`src/rtl/mem_arbiter.sv`:
```
// Round-robin arbiter sharing the byte-wide RAM port between icache fills
// and the load/store buffer, serialising each transfer into byte accesses.
module mem_arbiter #(
  parameter int LINE_BYTES = 16
) (
  input  logic                    clk_in,
  input  logic                    rst_in,
  input  logic                    rdy_in,
  input  logic [7:0]              mem_din,
  output logic [7:0]              mem_dout,
  output logic [31:0]             mem_a,
  output logic                    mem_wr,
  input  logic                    ic_req,
  input  logic [31:0]             ic_addr,
  output logic                    ic_done,
  output logic [LINE_BYTES*8-1:0] ic_data,
  input  logic                    ls_req,
  input  logic                    ls_wr,
  input  logic [31:0]             ls_addr,
  input  logic [1:0]              ls_size,
  input  logic [31:0]             ls_wdata,
  output logic                    ls_done,
  output logic [31:0]             ls_rdata,
  input  logic                    clear
);

  localparam int CW = $clog2(LINE_BYTES) + 1;

  typedef enum logic [1:0] {
    S_IDLE,
    S_READ,
    S_WRITE,
    S_FINISH
  } state_e;

  state_e                  state_q, state_d;
  logic [31:0]             base_q, base_d;
  logic [CW-1:0]           n_q, n_d;
  logic [CW-1:0]           i_q, i_d;
  logic [CW-1:0]           c_q, c_d;
  logic                    pend_q, pend_d;
  logic                    wr_q, wr_d;
  logic                    gnt_ls_q, gnt_ls_d;
  logic                    last_ls_q, last_ls_d;
  logic [31:0]             wdata_q, wdata_d;
  logic [31:0]             a_hold_q, a_hold_d;
  logic [LINE_BYTES*8-1:0] ic_data_q, ic_data_d;
  logic [31:0]             ls_rdata_q, ls_rdata_d;

  logic [31:0]   mem_a_c;
  logic          wr_c;
  logic          pick_ls;
  logic          pick_ic;
  logic [CW-1:0] ls_n;

  always_comb begin
    unique case (ls_size)
      2'd0:    ls_n = CW'(1);
      2'd1:    ls_n = CW'(2);
      default: ls_n = CW'(4);
    endcase
  end

  always_comb begin
    state_d    = state_q;
    base_d     = base_q;
    n_d        = n_q;
    i_d        = i_q;
    c_d        = c_q;
    pend_d     = pend_q;
    wr_d       = wr_q;
    gnt_ls_d   = gnt_ls_q;
    last_ls_d  = last_ls_q;
    wdata_d    = wdata_q;
    ic_data_d  = ic_data_q;
    ls_rdata_d = ls_rdata_q;
    mem_a_c    = '0;
    mem_dout   = '0;
    wr_c       = 1'b0;
    ic_done    = 1'b0;
    ls_done    = 1'b0;
    pick_ls    = ls_req & (~ic_req | ~last_ls_q);
    pick_ic    = ic_req & ~pick_ls;

    if (rdy_in) begin
      unique case (state_q)
        S_IDLE: begin
          if (!clear && (pick_ls || pick_ic)) begin
            base_d   = pick_ls ? ls_addr : ic_addr;
            n_d      = pick_ls ? ls_n : CW'(LINE_BYTES);
            wr_d     = pick_ls & ls_wr;
            gnt_ls_d = pick_ls;
            wdata_d  = ls_wdata;
            i_d      = '0;
            c_d      = '0;
            pend_d   = 1'b0;
            state_d  = (pick_ls && ls_wr) ? S_WRITE : S_READ;
            if (pick_ls && !ls_wr) ls_rdata_d = '0;
          end
        end
        S_READ: begin
          if (clear) begin
            state_d = S_IDLE;
            i_d     = '0;
            c_d     = '0;
            pend_d  = 1'b0;
          end else begin
            pend_d = (i_q < n_q);
            if (i_q < n_q) begin
              mem_a_c = base_q + 32'(i_q);
              i_d     = i_q + CW'(1);
            end
            if (pend_q) begin
              if (gnt_ls_q)
                ls_rdata_d[{c_q[1:0], 3'b000} +: 8] = mem_din;
              else
                ic_data_d[{c_q[CW-2:0], 3'b000} +: 8] = mem_din;
              c_d = c_q + CW'(1);
              if (c_q == n_q - CW'(1)) state_d = S_FINISH;
            end
          end
        end
        S_WRITE: begin
          mem_a_c  = base_q + 32'(i_q);
          mem_dout = wdata_q[{i_q[1:0], 3'b000} +: 8];
          wr_c     = 1'b1;
          i_d      = i_q + CW'(1);
          if (i_q == n_q - CW'(1)) state_d = S_FINISH;
        end
        S_FINISH: begin
          state_d = S_IDLE;
          i_d     = '0;
          c_d     = '0;
          pend_d  = 1'b0;
          // an aborted read gives no done and does not count as a grant
          if (!(clear && !wr_q)) begin
            ic_done   = ~gnt_ls_q;
            ls_done   = gnt_ls_q;
            last_ls_d = gnt_ls_q;
          end
        end
        default: state_d = S_IDLE;
      endcase
    end else if (state_q == S_READ) begin
      // the byte in flight is lost; reissue from the capture pointer
      i_d    = c_q;
      pend_d = 1'b0;
    end

    mem_a    = rdy_in ? mem_a_c : a_hold_q;
    mem_wr   = rdy_in & wr_c;
    a_hold_d = mem_a;
  end

  always_ff @(posedge clk_in) begin
    if (rst_in) begin
      state_q    <= S_IDLE;
      base_q     <= '0;
      n_q        <= '0;
      i_q        <= '0;
      c_q        <= '0;
      pend_q     <= 1'b0;
      wr_q       <= 1'b0;
      gnt_ls_q   <= 1'b0;
      last_ls_q  <= 1'b0;
      wdata_q    <= '0;
      a_hold_q   <= '0;
      ic_data_q  <= '0;
      ls_rdata_q <= '0;
    end else begin
      state_q    <= state_d;
      base_q     <= base_d;
      n_q        <= n_d;
      i_q        <= i_d;
      c_q        <= c_d;
      pend_q     <= pend_d;
      wr_q       <= wr_d;
      gnt_ls_q   <= gnt_ls_d;
      last_ls_q  <= last_ls_d;
      wdata_q    <= wdata_d;
      a_hold_q   <= a_hold_d;
      ic_data_q  <= ic_data_d;
      ls_rdata_q <= ls_rdata_d;
    end
  end

  assign ic_data  = ic_data_q;
  assign ls_rdata = ls_rdata_q;

endmodule

```
`config.mk`:
```
export PLATFORM = sky130hd
export DESIGN_NAME = mem_arbiter
export DESIGN_NICKNAME = d
export VERILOG_FILES = /design/src/rtl/mem_arbiter.sv
export SDC_FILE = /design/constraint.sdc
export NUM_CORES = 1
export LEC_CHECK = 0
export CORE_UTILIZATION = 35
export CTS_CLUSTER_DIAMETER = 150
export DETAILED_ROUTE_END_ITERATION = 8
export GPL_ROUTABILITY_DRIVEN = 0
export PLACE_DENSITY = 0.68
export SLEW_MARGIN = 40
export SYNTH_ARGS = -nofsm -noshare
export SYNTH_HDL_FRONTEND = slang
export SYNTH_SLANG_ARGS = --single-unit
```
`constraint.sdc`:
```
create_clock -name clk_in -period 7.2 [get_ports clk_in]
set_input_delay 1.08 -clock clk_in [delete_from_list [all_inputs] [get_ports clk_in]]
set_output_delay 1.08 -clock clk_in [all_outputs]
set_load 0.02 [all_outputs]
```
# Yosys cells after proc, flatten, opt, wreduce, memory -nomap -nowiden
# Index checks and enable logic that the tools add are counted.
word_totals:
  regBits: 277
  latchBits: 0
  ram_bits: 0
  romBits: 0
  word_cells: 119
  memories: 0
classes:
  addsub: 6
  multipliers: 0
  n_div: 0
  order_cmp: 1
  eq_ne: 16
  n_shift: 5
  muxes: 46
  bitwise: 11
  n_reduce_logical: 21
op_table:
  columns: ["cell", "n"]
  rows:
  - ["$mux W32", 9]
  - ["$bwmux W128", 1]
  - ["$pmux W32 S2", 2]
  - ["$shift A8 B9 Y128 const A", 1]
  - ["$shiftx A8 B9 Y128", 1]
  - ["$mux W5", 8]
  - ["$add A32 B5 Y32", 1]
  - ["$bwmux W32", 1]
  - ["$shift A8 B7 Y32 const A", 1]
  - ["$shiftx A32 B6 Y8", 1]
  - ["$shiftx A8 B7 Y32", 1]
  - ["$pmux W5 S4", 1]
  - ["$mux W8", 2]
  - ["$pmux W5 S3", 1]
  - ["$mux W1", 12]
  - ["$mux W2", 6]
  - ["$ne A2 B2 Y1 const B", 6]
  - ["$reduce_and A3 Y1", 4]
  - ["$add A5 B1 Y5 const B", 2]
  - ["$eq A5 B5 Y1", 2]
  - ["$reduce_and A5 Y1", 2]
  - ["$ne A3 B3 Y1 const B", 3]
  - ["$neg A7 Y9", 1]
  - ["$pmux W2 S4", 1]
  - ["19 further kinds", 36]

# Longest topological paths before layout
# Gate-level depths: netlist (run 1).
logic_depth:
  depth_word: 10
  depth_mapped: 10
  depth_no_buf: 9

# Worst setup path after synthesis (run 1)
# No wires, ideal clock.
synth_timing:
  kind: "reg2out"
  from: "register i_q[1]"
  to: "output mem_a[26]"
  t_arrival_ns: 2.779
  setup_slack_ns: 3.341
  path_stages_with_launch: 9
  n_path_buf: 1
  path_cell_list: "dfxtp_1 > clkbuf_1 > inv_1 > fa_1 > nand2b_1 > a21oi_1 > o211ai_1 > or4_1 > nand3_1"
synth_between:
  elab_chain_len: 5
  elab_cells_between_ends: 6
synth_lines:
  columns: ["item", "line_no", "source"]
  rows:
  - ["start: declaration", "39", "logic [CW-1:0] i_q, i_d;"]
  - ["start signal: assignment", "174", "i_q <= i_d;"]
  - ["$add A32 B5 Y32 or $lt A5 B5 Y1 (tied branches)", "110, 124, 109", null]
  - ["$mux W32", "109", "if (i_q < n_q) begin"]
  - ["$mux W32", "102", "if (clear) begin"]
  - ["$pmux W32 S2 (*)", "86", "unique case (state_q)"]
  - ["$mux W32 (*)", "150", "mem_a = rdy_in ? mem_a_c : a_hold_q;"]
  - ["end: declaration", "11", "output logic [31:0] mem_a,"]
# Every way passes the cells marked *; elsewhere a longest branch is shown, timed or not.

# Worst setup path in the final report (run 1)
layout_timing:
  from: "register i_q[0]"
  to: "output mem_a[28]"
# The elaborated chain is that of the path after synthesis.

==> results of run 1 <==
## final timing paths
check | start | to | slack [ns] | cells after the start
min reg2reg | ls_rdata[19] | ls_rdata[19] | 0.45 | 2
max | i_q[0] | mem_a[28] | 1.76 | 9
max reg2reg | c_q[0] | ic_data[44] | 3.67 | 7
min | ls_rdata[19] | ls_rdata[19] | 0.45 | 2
## power by group
| group | total, mW | internal (mW) | switching [mW] |
|---|---|---|---|
| logic | 0.249 | 0.113 | 0.135 |
| clock network | 1.75 | 1.08 | 0.666 |
| registers | 1.58 | 1.55 | 0.0294 |
## area by class of cell
type	count	area, um^2	share of cell area (%)
antenna	1	2.502	0.01507
clock buffer	51	1046	6.300
clock inverter	8	115.1	0.6933
inverter	29	108.9	0.6556
multi-input combinational	924	6020	36.25
sequential	276	5525	33.28
tap	448	560.5	3.376
timing repair buffer	322	3226	19.43
## flip-flops by register name (all words and copies together), names as in the netlist
name,flops
i_q,5
last_ls_q,1
pend_q,1
ls_rdata,32
n_q,4
state_q,2
wr_q,1
wdata_q,32
gnt_ls_q,1
base_q,32
a_hold_q,32
ic_data,128
c_q,5
## worst reg2reg max path: cells and delay by family, from the launching register on
family	cells	cell delay, ns
adders and majority gates	1	0.48
DFF	1	0.80
muxes	1	0.26
and+or+nand+nor	3	0.74
buffers and inverters	1	0.33
AOI/OAI and AO/OA	1	0.78
## stage by stage
stage / power [mW] / std cells
floorplan: 1.749 / 1313
global placement: 1.857 / 1998
detailed placement: 1.861 / 1999
CTS: 3.612 / 2058
global route: 3.700 / 2058
finish: 3.575 / 2059
## layout by cell type, fill, tap and decap left out, types with 9 or more instances in the layout
cell type        instances
a21oi_1                 82
a222oi_1                32
a22o_1                  14
a31oi_1                  9
and2_1                  19
and3_2                   9
clkbuf_16               35
clkbuf_8                12
clkdlybuf4s50_1        314
dfxtp_1                276
ha_1                    23
inv_1                   27
mux2i_1                130
nand2_1                137
nand3_1                 37
nand4_1                 26
nor2_1                 195
nor2b_1                 22
o211ai_1                14
o21ai_0                 20
o22ai_1                  9
xnor2_1                 27
## routing by layer
metal / wire length [um] / global-route usage (%) / share of wire [%] / up-vias
met3: 4103 / 7.374 / 11 / 53
met4: 676 / 5.097 / 1.7 / 2
met2: 17430 / 34.36 / 45 / 449
met1: 16580 / 27.86 / 43 / 5037
li1: - / - / - / 5187
met5: 13 / 0 / 0.034 / -
## kinds of logic (layout without fill, tap and decap cells)
logic type | Yosys count | after routing | synth area share [%]
and+or+nand+nor | 506 | 506 | 19.74
DFF | 276 | 276 | 45.81
AOI/OAI and AO/OA | 225 | 225 | 12.81
muxes | 138 | 138 | 12.28
buffers and inverters | 113 | 410 | 4.544
xor gates and xnor gates | 31 | 31 | 2.251
adders and majority gates | 24 | 24 | 2.552
other | 0 | 1 | 0
==> out/results.ini, run 1 <==
[outcome]
status=complete, no violations

[floorplan]
core-area_um2=33700
rows=67
die_h_um=187.6
die_x_um=187.6
start_util_pct=35.79
io_pins=316
dieArea_um2=35210

[global_route]
antenna_found_initial=1
grt_pass1_wl_um=60470
grt_pass1_vias=10430
grt_usage_pct=21.54
grt-ovfl-total=0
grt_max_degree=114

[cts]
cts-root-buf=clkbuf_16
cts.clk_slew.worst_paths_ns=0.06
htreeDepth=2
hold_buffers=0
cts_tree=yes
clock_path_buffers=3
clock-sinks=276
worstSkewPairLatency_ns=0.51
ctsResizeCount=0
postCtsSetupBuffers=0
cts_buffers=34

[sta]
hold_viol=0
rsz0062_at_grt=false
fin_ws_ns=1.764
slew_viol_final=0
whs_ns=0.4517
clock_skew_ns=0.02045
tns_ns=0
fmax_mhz=184.0
period_minus_slack_ns=5.436
relSlewSlack_pct=47.37
finalSetupViolCount=0
tightest_slew_ns=0.7894
finalCritPeriodShare_pct=75.49

[pwr]
ir_worst_vdd_mv=0.1772
leakage_nw=6.243
p_per_area_nw_per_um2=215.3

[yosys]
synth.avg_cell_area_um2=9.185
syn_nets=1450
syn-instance-count=1313
synth_edf_count=0
yosys_warnings=0
synth_ff_type=dfxtp_1
netlist.area_leader.share_pct=45.81
netlist_area_um2=12060
synth_cell_type_count=69
synth.most_common_cell=dfxtp_1
synth.area.top_cells=dfxtp_1 (46%), mux2i_1 (11%), nor2_1 (6.1%)
synthTopCellsByCount=dfxtp_1 (276), nor2_1 (196), nand2_1 (137)
yosys_register_bits=276
ys_seq_area_share_pct=45.81
yosysTopAreaCell=dfxtp_1
async_reset_ff_share_pct=0

[worst_setup_path]
worstPathArrival_ns=4.36
crit_buf_inv=2
critPathTopFamily=simple AND/OR/NAND/NOR gates
worstPathRequired_ns=6.12
cpMaxStageDelayCell=dfxtp_1
crit_path_max_incr_delay_ns=0.81
path_cells=ha_1 -> inv_1 -> fa_1 -> nand2b_1 -> a21oi_2 -> o211ai_1 -> or4_1 -> nand3_1 -> clkdlybuf4s50_1
worstPathMaxFanout=13
path_class=flip-flop to primary output
startpoint_type=flip-flop
endpoint_kind=primary output

[placed_design]
numPortBuffers=315
place_area_um2=15430
place_hpwl_um=26930
dp_slack_ns=1.980

[worst_hold_path]
min_path_type=flip-flop to flip-flop

[finish]
final_util_pct=49.27
fill_cells=3115
design_area_um2=16600
drive_gt1_share_pct=7.205
fin_nets=1724
area_delta_synth_final_pct=37.67

[route]
drt-total-wl_um=38800
vias=10730
dr.pass1.iters=6
wl_per_cell_um=18.85
postRouteAntennaNets=0
drc=0
vias_per_cell=5.210
drtIter0Drc=793

[run]
max_cap_viol_count=0

Note: power is estimated with default switching activity, not from simulation.
==> run 2, diff against run 1 <==
--- a/config.mk
+++ b/config.mk
@@ -9,7 +9,7 @@
 export CTS_CLUSTER_DIAMETER = 150
 export DETAILED_ROUTE_END_ITERATION = 8
 export GPL_ROUTABILITY_DRIVEN = 0
-export PLACE_DENSITY = 0.68
+export PLACE_DENSITY = 0.7
 export SLEW_MARGIN = 40
 export SYNTH_ARGS = -nofsm -noshare
 export SYNTH_HDL_FRONTEND = slang
==> constraint.sdc (replaced) <==
create_clock -name clk_in -period 4.5 [get_ports clk_in]
set_input_delay 0.675 -clock clk_in [delete_from_list [all_inputs] [get_ports clk_in]]
set_output_delay 0.675 -clock clk_in [all_outputs]
set_load 0.02 [all_outputs]
==> out/results.ini, run 2 (synthesized netlist as in run 1, its figures left out) <==
[worst_setup_path]
worstPathMaxFanout=10  ; -3
endpoint_kind=primary output
worstPathRequired_ns=3.83  ; -2.29 ns
startpoint_type=flip-flop
path_class=flip-flop to primary output
worstPathArrival_ns=3.60  ; -0.76 ns

[finish]
fin_nets=1735  ; +0.64%
antenna_cells=0  ; -1
area_delta_synth_final_pct=37.45
layout_commonest_cell=clkdlybuf4s50_1
largest_reg_flops=128  ; unchanged
layout_common_cells=clkdlybuf4s50_1 (312), dfxtp_1 (276), nor2_1 (195)
fill_cells=3147  ; +1.0%
drive_gt1_share_pct=7.702  ; +0.50 points

[worst_hold_path]
min_path_type=flip-flop to flip-flop

[route]
vias=10870  ; +1.3%
wl_per_cell_um=18.85  ; about the same
vias_per_cell=5.248  ; +0.73%
drtIter0Drc=882  ; +11%
drc=0  ; unchanged
dr.pass1.iters=8  ; +2
postRouteAntennaNets=0  ; unchanged
drt-total-wl_um=39040  ; +0.60%

[sta]
whs_ns=0.4515  ; -0.0002490 ns
hold_viol=0  ; unchanged
tightest_slew_ns=0.8337  ; +0.04436 ns
tns_ns=0  ; unchanged
slew_viol_final=0  ; unchanged
finalCritPeriodShare_pct=95.07
period_minus_slack_ns=4.278
fmax_mhz=233.7
clock_skew_ns=0.02766  ; +0.007210 ns
relSlewSlack_pct=44.16  ; -3.2 points
rsz0062_at_grt=false
finalSetupViolCount=0  ; unchanged

[cts]
clock_path_buffers=3  ; unchanged
hold_buffers=0  ; unchanged
cts_buffers=31  ; -8.8%
cts.clk_slew.worst_paths_ns=0.06  ; about the same
cts-root-buf=clkbuf_16
cts_tree=yes
htreeDepth=1  ; -1
clock-sinks=276  ; unchanged
worstSkewPairLatency_ns=0.58  ; +0.07 ns

[floorplan]
rows=67  ; unchanged
dieArea_um2=35210  ; unchanged
die_x_um=187.6  ; unchanged
io_pins=316  ; unchanged
core-area_um2=33700  ; unchanged
start_util_pct=35.79  ; unchanged
die_h_um=187.6  ; unchanged

[pwr]
ir_worst_vdd_mv=0.2833  ; +60%
leakage_nw=6.295  ; +0.82%
p_per_area_nw_per_um2=332.0  ; +54%

[global_route]
grt_pass1_vias=10540  ; +1.1%
grt_pass1_wl_um=60390  ; -0.14%
antenna_found_initial=0  ; -1
grt_max_degree=86  ; -25%
grt_usage_pct=21.48  ; -0.064 points
grt-ovfl-total=0  ; unchanged

[outcome]
status=complete, no violations

[placed_design]
place_hpwl_um=27430  ; +1.9%
numPortBuffers=315  ; unchanged

[run]
max_cap_viol_count=0  ; unchanged

[run 2: stage by stage]
stage	cell area (um^2)	worst slack, ns	util [%]	total power [mW]	instances
after CTS	16560	0.1656	49.15	5.566	2070
after detailed placement	15510	0.4823	46.01	2.986	2012
after global placement	15500	0.5290	46.01	2.980	2012
after global routing	16580	0.0001563	49.19	5.707	2071
after floorplan	12060	1.046	-	2.798	1313
final	16580	0.2217	49.19	5.504	2071
[run 2: report_power, final]
group | switching (mW) | internal [mW] | total, mW | leakage (nW)
registers | 0.0351 | 2.48 | 2.52 | 2.23
clock network | 1.05 | 1.52 | 2.57 | 0.518
logic | 0.232 | 0.187 | 0.420 | 3.55
total | 1.32 | 4.19 | 5.50 | 6.29
[run 2: worst paths after layout]
| path | startpoint | to | slack, ns | cells after the start |
|---|---|---|---|---|
| setup / recovery | base_q[0] | mem_a[30] | 0.22 | 11 |
| hold / removal | ls_rdata[3] | ls_rdata[3] | 0.45 | 2 |
| setup reg to reg | c_q[1] | ic_data[118] | 1.32 | 7 |
| hold reg to reg | ls_rdata[3] | ls_rdata[3] | 0.45 | 2 |
[run 2: cell type report]
type / count / area, um^2 / area share, %
multi-input cells: 924 / 5997 / 36.18
clock buffers: 43 / 900.9 / 5.434
well taps: 448 / 560.5 / 3.381
clock inverters: 15 / 155.1 / 0.9359
inverters: 29 / 108.9 / 0.6567
repair buffers: 336 / 3329 / 20.08
flip-flops and latches: 276 / 5525 / 33.33
[run 2: timing repair]
item,CTS,global route
setup buffers,0,0
resized for setup,0,2
endpoints found under the setup margin,0,2
[run 2: critical path, stage by stage, from the launching register on]
cell	delay [ns]
dfxtp_1	0.33
ha_1	0.20
inv_1	0.06
fa_1	0.37
nand2b_1	0.20
a21oi_1	0.15
buf_4	0.20
o211ai_1	0.14
buf_2	0.22
or4_1	0.43
nand3_1	0.13
clkdlybuf4s50_1	0.61
[run 2: routing by layer]
layer	GRT usage [%]	routed length [um]	vias to the layer above
li1	-	-	5221
met1	27.02	16610	5167
met2	35.70	17940	434
met3	6.925	3726	47
met4	4.628	759	0
met5	0	0	-
